[src/rtl/des_key_mix.sv]
// des_key_mix: DES round key-mixing stage, E(R) XOR K, ahead of the S-boxes.
//
// The 32-bit right half is expanded to 48 bits with the DES E table and
// XORed with the round subkey. The result is registered in a 2-entry elastic
// buffer with a head entry and a skid entry. Back-pressure from the
// substitution stage therefore never drops a word. in_ready is a registered
// signal and has no combinational path from out_ready.
//
// Ports:
//   clk, rst_n            rising-edge clock, asynchronous active-low reset
//   in_valid / in_ready   upstream handshake
//   r_in[31:0]            right half, r_in[31] = DES bit 1
//   k_in[47:0]            subkey,     k_in[47] = DES bit 1
//   tag_in[TAG_W-1:0]     sideband tag (round index), passed through unchanged
//   out_valid / out_ready downstream handshake
//   sbox_in[47:0]         E(R)^K. [47:42] feeds S1 ... [5:0] feeds S8
//   tag_out[TAG_W-1:0]    tag of the word on sbox_in
//
// Optional build macro KEYMIX_ZEROIZE_EN adds input zeroize (synchronous,
// active-high). While it is high at a clock edge, all storage is cleared,
// pending push/pop are discarded, and in_ready reads 0 for that cycle.
module des_key_mix #(
  parameter int TAG_W = 4
) (
  input  logic             clk,
  input  logic             rst_n,
  input  logic             in_valid,
  output logic             in_ready,
  input  logic [31:0]      r_in,
  input  logic [47:0]      k_in,
  input  logic [TAG_W-1:0] tag_in,
`ifdef KEYMIX_ZEROIZE_EN
  input  logic             zeroize,
`endif
  output logic             out_valid,
  input  logic             out_ready,
  output logic [47:0]      sbox_in,
  output logic [TAG_W-1:0] tag_out
);

  // Each 6-bit group g covers DES bits 4g..4g+5, wrapping 0->32 and 33->1.
  // rr prepends DES bit 32 and appends DES bit 1. Each group is then a
  // contiguous 6-bit window stepping down by 4.
  function automatic logic [47:0] e_expand(input logic [31:0] r);
    logic [33:0] rr;
    rr = {r[0], r, r[31]};
    return {rr[33:28], rr[29:24], rr[25:20], rr[21:16],
            rr[17:12], rr[13:8],  rr[9:4],   rr[5:0]};
  endfunction

  logic [47:0]      mix_p0;
  logic [47:0]      head_p1, skid_p1;
  logic [TAG_W-1:0] head_tag_p1, skid_tag_p1;
  logic [1:0]       count_p1, count_nxt;
  logic             rdy_p1;
  logic             push, pop;

  // Stage 0: combinational expansion and key mix on the input side.
  assign mix_p0 = e_expand(r_in) ^ k_in;

`ifdef KEYMIX_ZEROIZE_EN
  assign in_ready = rdy_p1 & ~zeroize;
`else
  assign in_ready = rdy_p1;
`endif

  assign push      = in_valid && in_ready;
  assign pop       = out_valid && out_ready;
  assign out_valid = (count_p1 != 2'd0);
  assign sbox_in   = head_p1;
  assign tag_out   = head_tag_p1;

  always_comb begin
    count_nxt = count_p1;
    case ({push, pop})
      2'b10:   count_nxt = count_p1 + 2'd1;
      2'b01:   count_nxt = count_p1 - 2'd1;
      default: count_nxt = count_p1;
    endcase
  end

  // Stage 1: elastic buffer storage. Outputs always show the head entry.
  always_ff @(posedge clk or negedge rst_n) begin
    if (!rst_n) begin
      count_p1    <= 2'd0;
      rdy_p1      <= 1'b1;
      head_p1     <= '0;
      skid_p1     <= '0;
      head_tag_p1 <= '0;
      skid_tag_p1 <= '0;
    end
`ifdef KEYMIX_ZEROIZE_EN
    else if (zeroize) begin
      count_p1    <= 2'd0;
      rdy_p1      <= 1'b1;
      head_p1     <= '0;
      skid_p1     <= '0;
      head_tag_p1 <= '0;
      skid_tag_p1 <= '0;
    end
`endif
    else begin
      count_p1 <= count_nxt;
      rdy_p1   <= (count_nxt != 2'd2);
      case ({push, pop})
        2'b10: begin
          // The first word lands in head. A second word waits in skid.
          if (count_p1 == 2'd0) begin
            head_p1     <= mix_p0;
            head_tag_p1 <= tag_in;
          end else begin
            skid_p1     <= mix_p0;
            skid_tag_p1 <= tag_in;
          end
        end
        2'b01: begin
          // When the last word is popped, head keeps its value. This way an
          // empty buffer shows the last popped word, never X.
          if (count_p1 == 2'd2) begin
            head_p1     <= skid_p1;
            head_tag_p1 <= skid_tag_p1;
          end
        end
        2'b11: begin
          // Push and pop together only happen at count 1. The new word
          // replaces the departing head.
          head_p1     <= mix_p0;
          head_tag_p1 <= tag_in;
        end
        default: ;
      endcase
    end
  end

endmodule

[config.mk]
export PLATFORM = sky130hd
export DESIGN_NAME = des_key_mix
export DESIGN_NICKNAME = d
export VERILOG_FILES = /design/src/rtl/des_key_mix.sv
export SDC_FILE = /design/constraint.sdc
export NUM_CORES = 1
export LEC_CHECK = 0
export ABC_AREA = 1
export BUFFER_PORTS_ARGS = -buffer_cell sky130_fd_sc_hd__buf_4
export CORE_AREA = 8 8 136 88
export CTS_BUF_LIST = sky130_fd_sc_hd__clkbuf_4 sky130_fd_sc_hd__clkbuf_8 sky130_fd_sc_hd__clkbuf_16
export CTS_CLUSTER_DIAMETER = 200
export CTS_CLUSTER_SIZE = 24
export DETAILED_ROUTE_END_ITERATION = 6
export DIE_AREA = 0 0 144 96
export PLACE_DENSITY = 0.83
export SLEW_MARGIN = 30
export SYNTH_ARGS = -nofsm -noshare
export SYNTH_HDL_FRONTEND = slang
export SYNTH_SLANG_ARGS = --single-unit
export TNS_END_PERCENT = 20
[constraint.sdc]
create_clock -name clk -period 5.4 [get_ports clk]
set_input_delay 1.08 -clock clk [delete_from_list [all_inputs] [get_ports clk]]
set_output_delay 1.08 -clock clk [all_outputs]
set_load 0.01 [all_outputs]
; Word level (Yosys, flattened, before mapping)
; Cells that the tools add are included.
[word_totals]
reg_bits = 107
wordCells = 31
[op_classes]
add_sub_neg = 2
eq_ne = 7
muxes = 7
bitwise_logic = 2
reduce_logical = 7
[op_table]
columns = op, n
row1 = 48-bit one-hot mux with 3 select lines, 1
row2 = 48-bit two-way mux, 2
row3 = 48-bit XOR, 1
row4 = 4-bit one-hot mux with 3 select lines, 1
row5 = 4-bit two-way mux, 2
row6 = 2-bit == test (second input constant), 3
row7 = 2-bit != test (second input constant), 3
row8 = 2-bit one-hot mux with 2 select lines, 1
row9 = 3-bit AND reduction, 1
row10 = 3-bit nonzero test, 1
row11 = 2-bit by 1-bit adder with 2-bit output (second input constant), 1
row12 = 2-bit by 1-bit == test with 1-bit output (second input constant), 1
row13 = 1-bit logical AND, 2
row14 = 2-bit zero test, 1
row15 = 2-bit AND reduction, 1
row16 = 2-bit nonzero test, 1
row17 = 2-bit by 1-bit subtractor with 2-bit output (second input constant), 1
row18 = 1-bit NOT, 1

; Longest topological paths before layout
; Gate-level depths: netlist (run 1).
[logic_depth]
ltp_word = 5
mapped_depth = 12
mapped_depth_nobuf = 11

; Worst setup path before layout (run 1)
; Ideal clock, no wire load.
[synth_timing]
kind = input-to-reg
start = in out_ready
end = reg head_p1[22] (netlist: sbox_in[22])
setup_time_ps = 117
arrival_time_ps = 2179
t_required_ps = 5283
setup_slack_ps = 3104
path_stages = 10
n_path_buf = 1
cell_sequence = nand2_1 inv_1 ha_1 nand2_1 nand2_1 nor2_2 nand2_2 buf_6 nand2_1 nand2_1
[synth_between]
elab_chain_len = 4
[synth_lines]
columns = element, line
row1 = start: declaration, 36  ; input logic out_ready,
row2 = 1-bit logical AND (*), 68  ; assign pop = out_valid && out_ready;
row3 = 2-bit by 1-bit == test with 1-bit output / 2-bit == test (equally long branches), 105  ; case ({push, pop})
row4 = 2-bit != test (no source line) / 3-bit nonzero test (equally long branches), n/a
row5 = 3-bit AND reduction (no source line), n/a
row6 = end signal: assignment, 109  ; head_p1 <= mix_p0;
row7 = end signal: assignment, 120  ; head_p1 <= skid_p1;
row8 = end signal: assignment, 127  ; head_p1 <= mix_p0;
row9 = end: declaration, 52  ; logic [47:0] head_p1, skid_p1;
; Every way passes the cells marked *; elsewhere a longest branch is shown, timed or not.
; A chain may end at the register's enable or synchronous reset.

; Final worst setup path (run 1)
[layout_timing]
start = reg count_p1[0]
end = reg head_p1[3] (netlist: sbox_in[3])
[layout_between]
elab_chain_len = 5
[layout_lines]
columns = element, line
row1 = start: declaration, 54  ; logic [1:0] count_p1, count_nxt;
row2 = start signal: assignment, 103  ; count_p1 <= count_nxt;
row3 = 2-bit nonzero test, 69  ; assign out_valid = (count_p1 != 2'd0);
row4 = 1-bit logical AND, 68
row5 = 2-bit by 1-bit == test with 1-bit output / 2-bit == test (equally long branches), 105
row6 = 2-bit != test (no source line) / 3-bit nonzero test (equally long branches), n/a
row7 = 3-bit AND reduction (no source line), n/a
; Several ways; a longest one is shown, not always the timed one.

==> run summary, run 1 <==
Routed wire length: 14.4 mm
Global-route wire length before repair: 23.4 mm
EDFF count, synth: 0
Synth cell types: 19
Die Wd: 144 um
Clock buffer depth: 2
Synthesized area: 5590 um2
Async S/R FF share, synth: 100%
Worst setup EP type: flip-flop
Worst EP arrival: 3.00 ns
Largest net degree at the start of global routing: 73
All-Layer GR Usage: 21.4%
Power Density: 518 nW/um2
Drt via density: 4.87
Setup Crit Path Kind: flip-flop to flip-flop
Pre-antenna DRT Iters: 5
Synth top area cells: dfrtp_1 47%, nand2_1 31%, nand3_1 9.2%, inv_1 6.2%, buf_2 1.2%
Clk Tree Root Cell: clkbuf_16
Yosys Warn Count: 0
Hold Crit Class: flip-flop to flip-flop
Core ar.: 10100 um2
F_max: 362 MHz
Share of cells above drive strength 1: 18.1%
Worst slew pin tran: 0.659 ns
Peak VDD IR: 0.283 mV
Register bit total from synthesis: 107
Final Power: 3.63 mW
Max cap viols: 0
Top-Level Pins: 142
Fin. max-slew vios: 0
# nets final: 1029
Clk_skew: 0.00710 ns
# DRC: 0
Iter 0 DRT Violations: 326
DIE HEIGHT: 96 um
Post-cts hold buffer count: 0
Clock-pin slew on the worst setup and hold paths: 0.07 ns
PostCTS Resize Cnt: 0
Count leader, synth: nand2_1
Leak Pwr: 4.25 nW
Syn_nets: 903
Via count: 5264
Initial antenna violation count: 0
Number of fill cells: 882
Post-DP HPWL: 9.70 mm
Slew margin rel.: 56.1%
RSZ-0062 raised after global routing: false
CP most frequent cell: nand2_1
Worst Path Required: 5.63 ns
Crit path cell chain: nor2_1 -> inv_1 -> nand2_1 -> inv_1 -> ha_2 -> nand2_1 -> nand2_1 -> nor2_2 -> nand2_4 -> nand2_1 -> nand2_1
Biggest cell delay along the critical path: 0.43 ns
Sequential element share of the synthesized area: 47.9%
Synthesized instance count: 812
Post-CTS Repair Setup Buffers: 0
Starting Density: 55.6%
Setup violators final: 0
R2R Setup Slk: 2.64 ns
Gpl congestion: 0.814
Clock Latency Late Sink: 0.35 ns
Floorplan row count: 29
Inserted Clock Buffers: 9
Area growth syn-to-layout: 25.2%
Crit share post-route: 51.1%
Port bufs: 141
Clk sinks: 107
Crit-path max FO: 52
Critical Path Start Type: flip-flop
Main flop type after synthesis: dfrtp_1
CTS tree: yes
Mapped Avg Cell Area: 6.88 um2
Status: finished, final reports clean
Vias in the first global route: 4968
Antenna violation net count after detailed routing: 0
Buf/Inv on CP: 2
TNS Setup: 0 ns
H-tree Lvls: 3
Largest delay share family, worst path: simple AND/OR/NAND/NOR gates
Post-synth top cells: 455 x nand2_1, 106 x dfrtp_1, 103 x nand3_1
Antenna cells: 0
Fin crit period: 2.76 ns
Congestion Overflow GR: 0
Avg WL per Cell: 13.3 um
Worst path slowest cell: dfrtp_1
Synth top area share: 47.5%
Final hold violation count: 0
DIE AREA: 13800 um2
Yosys top cell by area: dfrtp_1
-- path summary, 6_finish.rpt --
kind	start	endpoint	cells after the start
worst max register to register	count_p1[0]	sbox_in[3]	11
worst min register to register	skid_p1[31]	skid_p1[31]	2
worst max-delay path	count_p1[0]	sbox_in[3]	11
min in group asynchronous	rst_n	sbox_in[12]	1
worst min-delay path	skid_p1[31]	skid_p1[31]	2
max in group asynchronous	rst_n	sbox_in[47]	2
-- area by class of cell --
| cell class | instances | area, um2 | share of cell area [%] |
|---|---|---|---|
| well taps | 139 | 174 | 2.49 |
| clock inverters | 2 | 10.0 | 0.143 |
| inverters | 94 | 353 | 5.04 |
| multi-input cells | 579 | 2380 | 34.0 |
| clock buffers | 14 | 275 | 3.93 |
| flip-flops and latches | 107 | 2680 | 38.3 |
| repair buffers | 147 | 1130 | 16.1 |
-- power breakdown --
part	switching (mW)	internal, mW	leakage, nW
logic	0.932	0.633	2.78
registers	0.229	1.20	1.32
clock network	0.282	0.353	0.147
-- cell usage in the layout (no fill, tap or decap), drive strengths merged --
cell,n
and2,1
buf,147
clkbuf,14
clkinv,2
dfrtp,106
dfstp,1
ha,3
inv,94
nand2,457
nand3,103
nand4,1
nor2,5
o21ai,8
xor2,1
-- flip-flops by register name, summed over array words and instances (netlist names) --
signal,count
count_p1,2
in_ready,1
sbox_in,48
skid_p1,48
skid_tag_p1,4
tag_out,4
-- cell families after synthesis --
family          count (synthesis)  share of synthesized area (%)
simple gates                  567                           40.7
buf+inv                       126                           9.83
flops                         107                           47.9
compound gates                  8                          0.716
fa+ha+maj                       3                          0.672
xor+xnor                        1                          0.157
-- tightest hold or removal path, stage by stage (launching register included) --
cell and delay, ns:
dfrtp_1 0.34, nand2_1 0.05, nand2_1 0.05
-- metrics by stage --
| stage | setup slack [ns] | hold WS (ns) | instances | util (%) | area [um2] |
|---|---|---|---|---|---|
| after floorplan | 3.10 | 0.449 | 812 | - | 5590 |
| after global placement | 2.06 | 0.460 | 1065 | 66.4 | 6680 |
| after detailed placement | 2.32 | 0.465 | 1066 | 66.7 | 6710 |
| after CTS | 2.65 | 0.483 | 1082 | 69.6 | 6990 |
| after global routing | 2.43 | 0.493 | 1082 | 69.6 | 7000 |
| final | 2.64 | 0.478 | 1082 | 69.6 | 7000 |
-- routing by layer --
layer,vias up,global-route usage [%],share of wire (%)
met5,-,0,0
met4,0,5.05,0.62
met3,7,5.84,9.8
met2,188,33.8,44
met1,2367,28.8,46
li1,2702,-,-
No activity file was read; power rests on OpenSTA's default activity.
==> run 2, diff against run 1 <==
--- a/config.mk
+++ b/config.mk
@@ -7,13 +7,13 @@
 export LEC_CHECK = 0
 export ABC_AREA = 1
 export BUFFER_PORTS_ARGS = -buffer_cell sky130_fd_sc_hd__buf_4
-export CORE_AREA = 8 8 136 88
+export CORE_AREA = 8 8 149 95
 export CTS_BUF_LIST = sky130_fd_sc_hd__clkbuf_4 sky130_fd_sc_hd__clkbuf_8 sky130_fd_sc_hd__clkbuf_16
 export CTS_CLUSTER_DIAMETER = 200
 export CTS_CLUSTER_SIZE = 24
 export DETAILED_ROUTE_END_ITERATION = 6
-export DIE_AREA = 0 0 144 96
-export PLACE_DENSITY = 0.83
+export DIE_AREA = 0 0 157 103
+export PLACE_DENSITY = 0.73
 export SLEW_MARGIN = 30
 export SYNTH_ARGS = -nofsm -noshare
 export SYNTH_HDL_FRONTEND = slang
==> constraint.sdc (replaced) <==
create_clock -name clk -period 2.39 [get_ports clk]
set_input_delay 0.478 -clock clk [delete_from_list [all_inputs] [get_ports clk]]
set_output_delay 0.478 -clock clk [all_outputs]
set_load 0.01 [all_outputs]
==> run summary, run 2 (synthesis results as in run 1) <==
All-Layer GR Usage: 18.8% (was 21.4%)
Leak Pwr: 4.30 nW (was 4.25 nW)
Share of cells above drive strength 1: 18.6% (was 18.1%)
Final non-filler cell total: 1113 (was 1082)
Starting Density: 47.2% (was 55.6%)
Reg area: 2680 um2 (unchanged)
Crit path cell chain: nor2_1 -> inv_1 -> nand2_1 -> inv_1 -> ha_2 -> inv_2 -> buf_4 -> nand2_1 -> nand3_1 -> nand2_1 -> and2_1 (was nor2_1 -> inv_1 -> nand2_1 -> inv_1 -> ha_2 -> nand2_1 -> nand2_1 -> nor2_2 -> nand2_4 -> nand2_1 -> nand2_1)
Hold slack: 0.134 ns (was 0.478 ns)
Post-CTS Repair Setup Buffers: 0 (unchanged)
Number of fill cells: 1084 (was 882)
Worst EP arrival: 2.42 ns (was 3.00 ns)
Core ar.: 11800 um2 (was 10100 um2)
Clock buffer depth: 2 (unchanged)
RSZ-0062 raised after global routing: false (unchanged)
Hold Crit Class: input pin to async pin (was flip-flop to flip-flop)
Gpl congestion: 0.790 (was 0.814)
DP Area: 6810 um2 (was 6710 um2)
Largest net degree at the start of global routing: 56 (was 73)
Floorplan row count: 31 (was 29)
F_max: 455 MHz (was 362 MHz)
CTS tree: yes (unchanged)
Cell area after layout: 7150 um2 (was 7000 um2)
Most frequent cells in the layout: 455 x nand2_1, 149 x buf_4, 106 x dfrtp_1 (was 455 x nand2_1, 145 x buf_4, 106 x dfrtp_1)
Biggest cell delay along the critical path: 0.53 ns (was 0.43 ns)
Status: finished, final reports clean (unchanged)
Clock Latency Late Sink: 0.34 ns (was 0.35 ns)
Worst setup EP type: flip-flop (unchanged)
Setup violators final: 0 (unchanged)
# nets final: 1035 (was 1029)
Area growth syn-to-layout: 27.8% (was 25.2%)
Routed wire length: 14.7 mm (was 14.4 mm)
Layout Utilization: 60.4% (was 69.6%)
Crit-path max FO: 49 (was 52)
PostCTS Resize Cnt: 0 (unchanged)
Worst Path Required: 2.62 ns (was 5.63 ns)
Post-cts hold buffer count: 0 (unchanged)
Antenna cells: 0 (unchanged)
Congestion Overflow GR: 0 (unchanged)
Fin. max-slew vios: 0 (unchanged)
Power Density: 1190 nW/um2 (was 518 nW/um2)
Pre-antenna DRT Iters: 5 (unchanged)
Port bufs: 141 (unchanged)
Fin crit period: 2.20 ns (was 2.76 ns)
Max cap viols: 0 (unchanged)
Drt via density: 4.67 (was 4.87)
Setup Crit Path Kind: flip-flop to flip-flop (unchanged)
Via count: 5201 (was 5264)
Setup ws final: 0.193 ns (was 2.64 ns)
Clk_skew: 0.00924 ns (was 0.00710 ns)
Commonest non-fill, non-tap cell in the layout: nand2_1 (unchanged)
Clk Tree Root Cell: clkbuf_16 (unchanged)
Die Wd: 157 um (was 144 um)
Top-Level Pins: 142 (unchanged)
DIE HEIGHT: 103 um (was 96 um)
Setup WS pre-CTS: 0.230 ns (was 2.32 ns)
Avg WL per Cell: 13.2 um (was 13.3 um)
Iter 0 DRT Violations: 417 (was 326)
Critical Path Start Type: flip-flop (unchanged)
DIE AREA: 16200 um2 (was 13800 um2)
Inserted Clock Buffers: 9 (unchanged)
TNS Setup: 0 ns (unchanged)
Post-DP HPWL: 10.2 mm (was 9.70 mm)
Worst path slowest cell: buf_4 (was dfrtp_1)
Vias in the first global route: 5049 (was 4968)
# DRC: 0 (unchanged)
Crit share post-route: 91.9% (was 51.1%)
Initial antenna violation count: 0 (unchanged)
Antenna violation net count after detailed routing: 0 (unchanged)
Worst slew pin tran: 0.644 ns (was 0.659 ns)
Clock-pin slew on the worst setup and hold paths: 0.07 ns (about the same)
Final hold violation count: 0 (unchanged)
Clk sinks: 107 (unchanged)
Final Power: 8.50 mW (was 3.63 mW)
Peak VDD IR: 0.553 mV (was 0.283 mV)
CP most frequent cell: nand2_1 (unchanged)
H-tree Lvls: 3 (unchanged)
Global-route wire length before repair: 24.3 mm (was 23.4 mm)
Slew margin rel.: 57.1% (was 56.1%)
Multi-input logic area: 2370 um2 (was 2380 um2)
Placed Cells incl. Taps: 1098 (was 1066)
[run 2: cell types whose count changed in the layout (fill, tap and decap cells not counted), sizes merged]
cell      delta
clkbuf       -4
buf          +6
clkinv       -1
clkinvlp     +1
bufinv       +3
[run 2: final cells by class]
type                    count  area share (%)
multi-input cells         579            33.2
clock inverters             5            1.44
inverters                  94            4.94
well taps                 165            2.89
flip-flops and latches    107            37.5
clock buffers              10            3.26
repair buffers            153            16.8
[run 2: worst paths after layout]
check	from	endpoint	slack, ns	cells after the start
setup / recovery	count_p1[0]	count_p1[1]	0.19	11
hold reg to reg	skid_p1[41]	skid_p1[41]	0.48	2
setup reg to reg	count_p1[0]	count_p1[1]	0.19	11
hold / removal	rst_n	skid_p1[11]	0.13	1
min in group clk	tag_in[3]	skid_tag_p1[3]	0.43	3
max in group asynchronous	rst_n	sbox_in[36]	1.67	2
[run 2: per-layer routing]
metal	GRT usage (%)	wire length [um]	vias to the layer above	part of all wire, %
met3	6.49	1350	10	9.1
met2	26.9	5910	143	40
met1	26.9	7360	2340	50
met5	0	0	-	0
met4	3.38	105	0	0.71
li1	-	-	2708	-
[run 2: critical path: cells and delay by family (launching register included)]
family,cells,cell delay [ns]
buffers and inverters,4,0.75
and+or+nand+nor,6,0.72
DFF,1,0.42
adders and majority gates,1,0.21
[run 2: where the power goes]
part | internal (mW) | switching, mW
Clock | 1.03 | 0.642
Sequential | 2.71 | 0.503
Combinational | 1.48 | 2.13
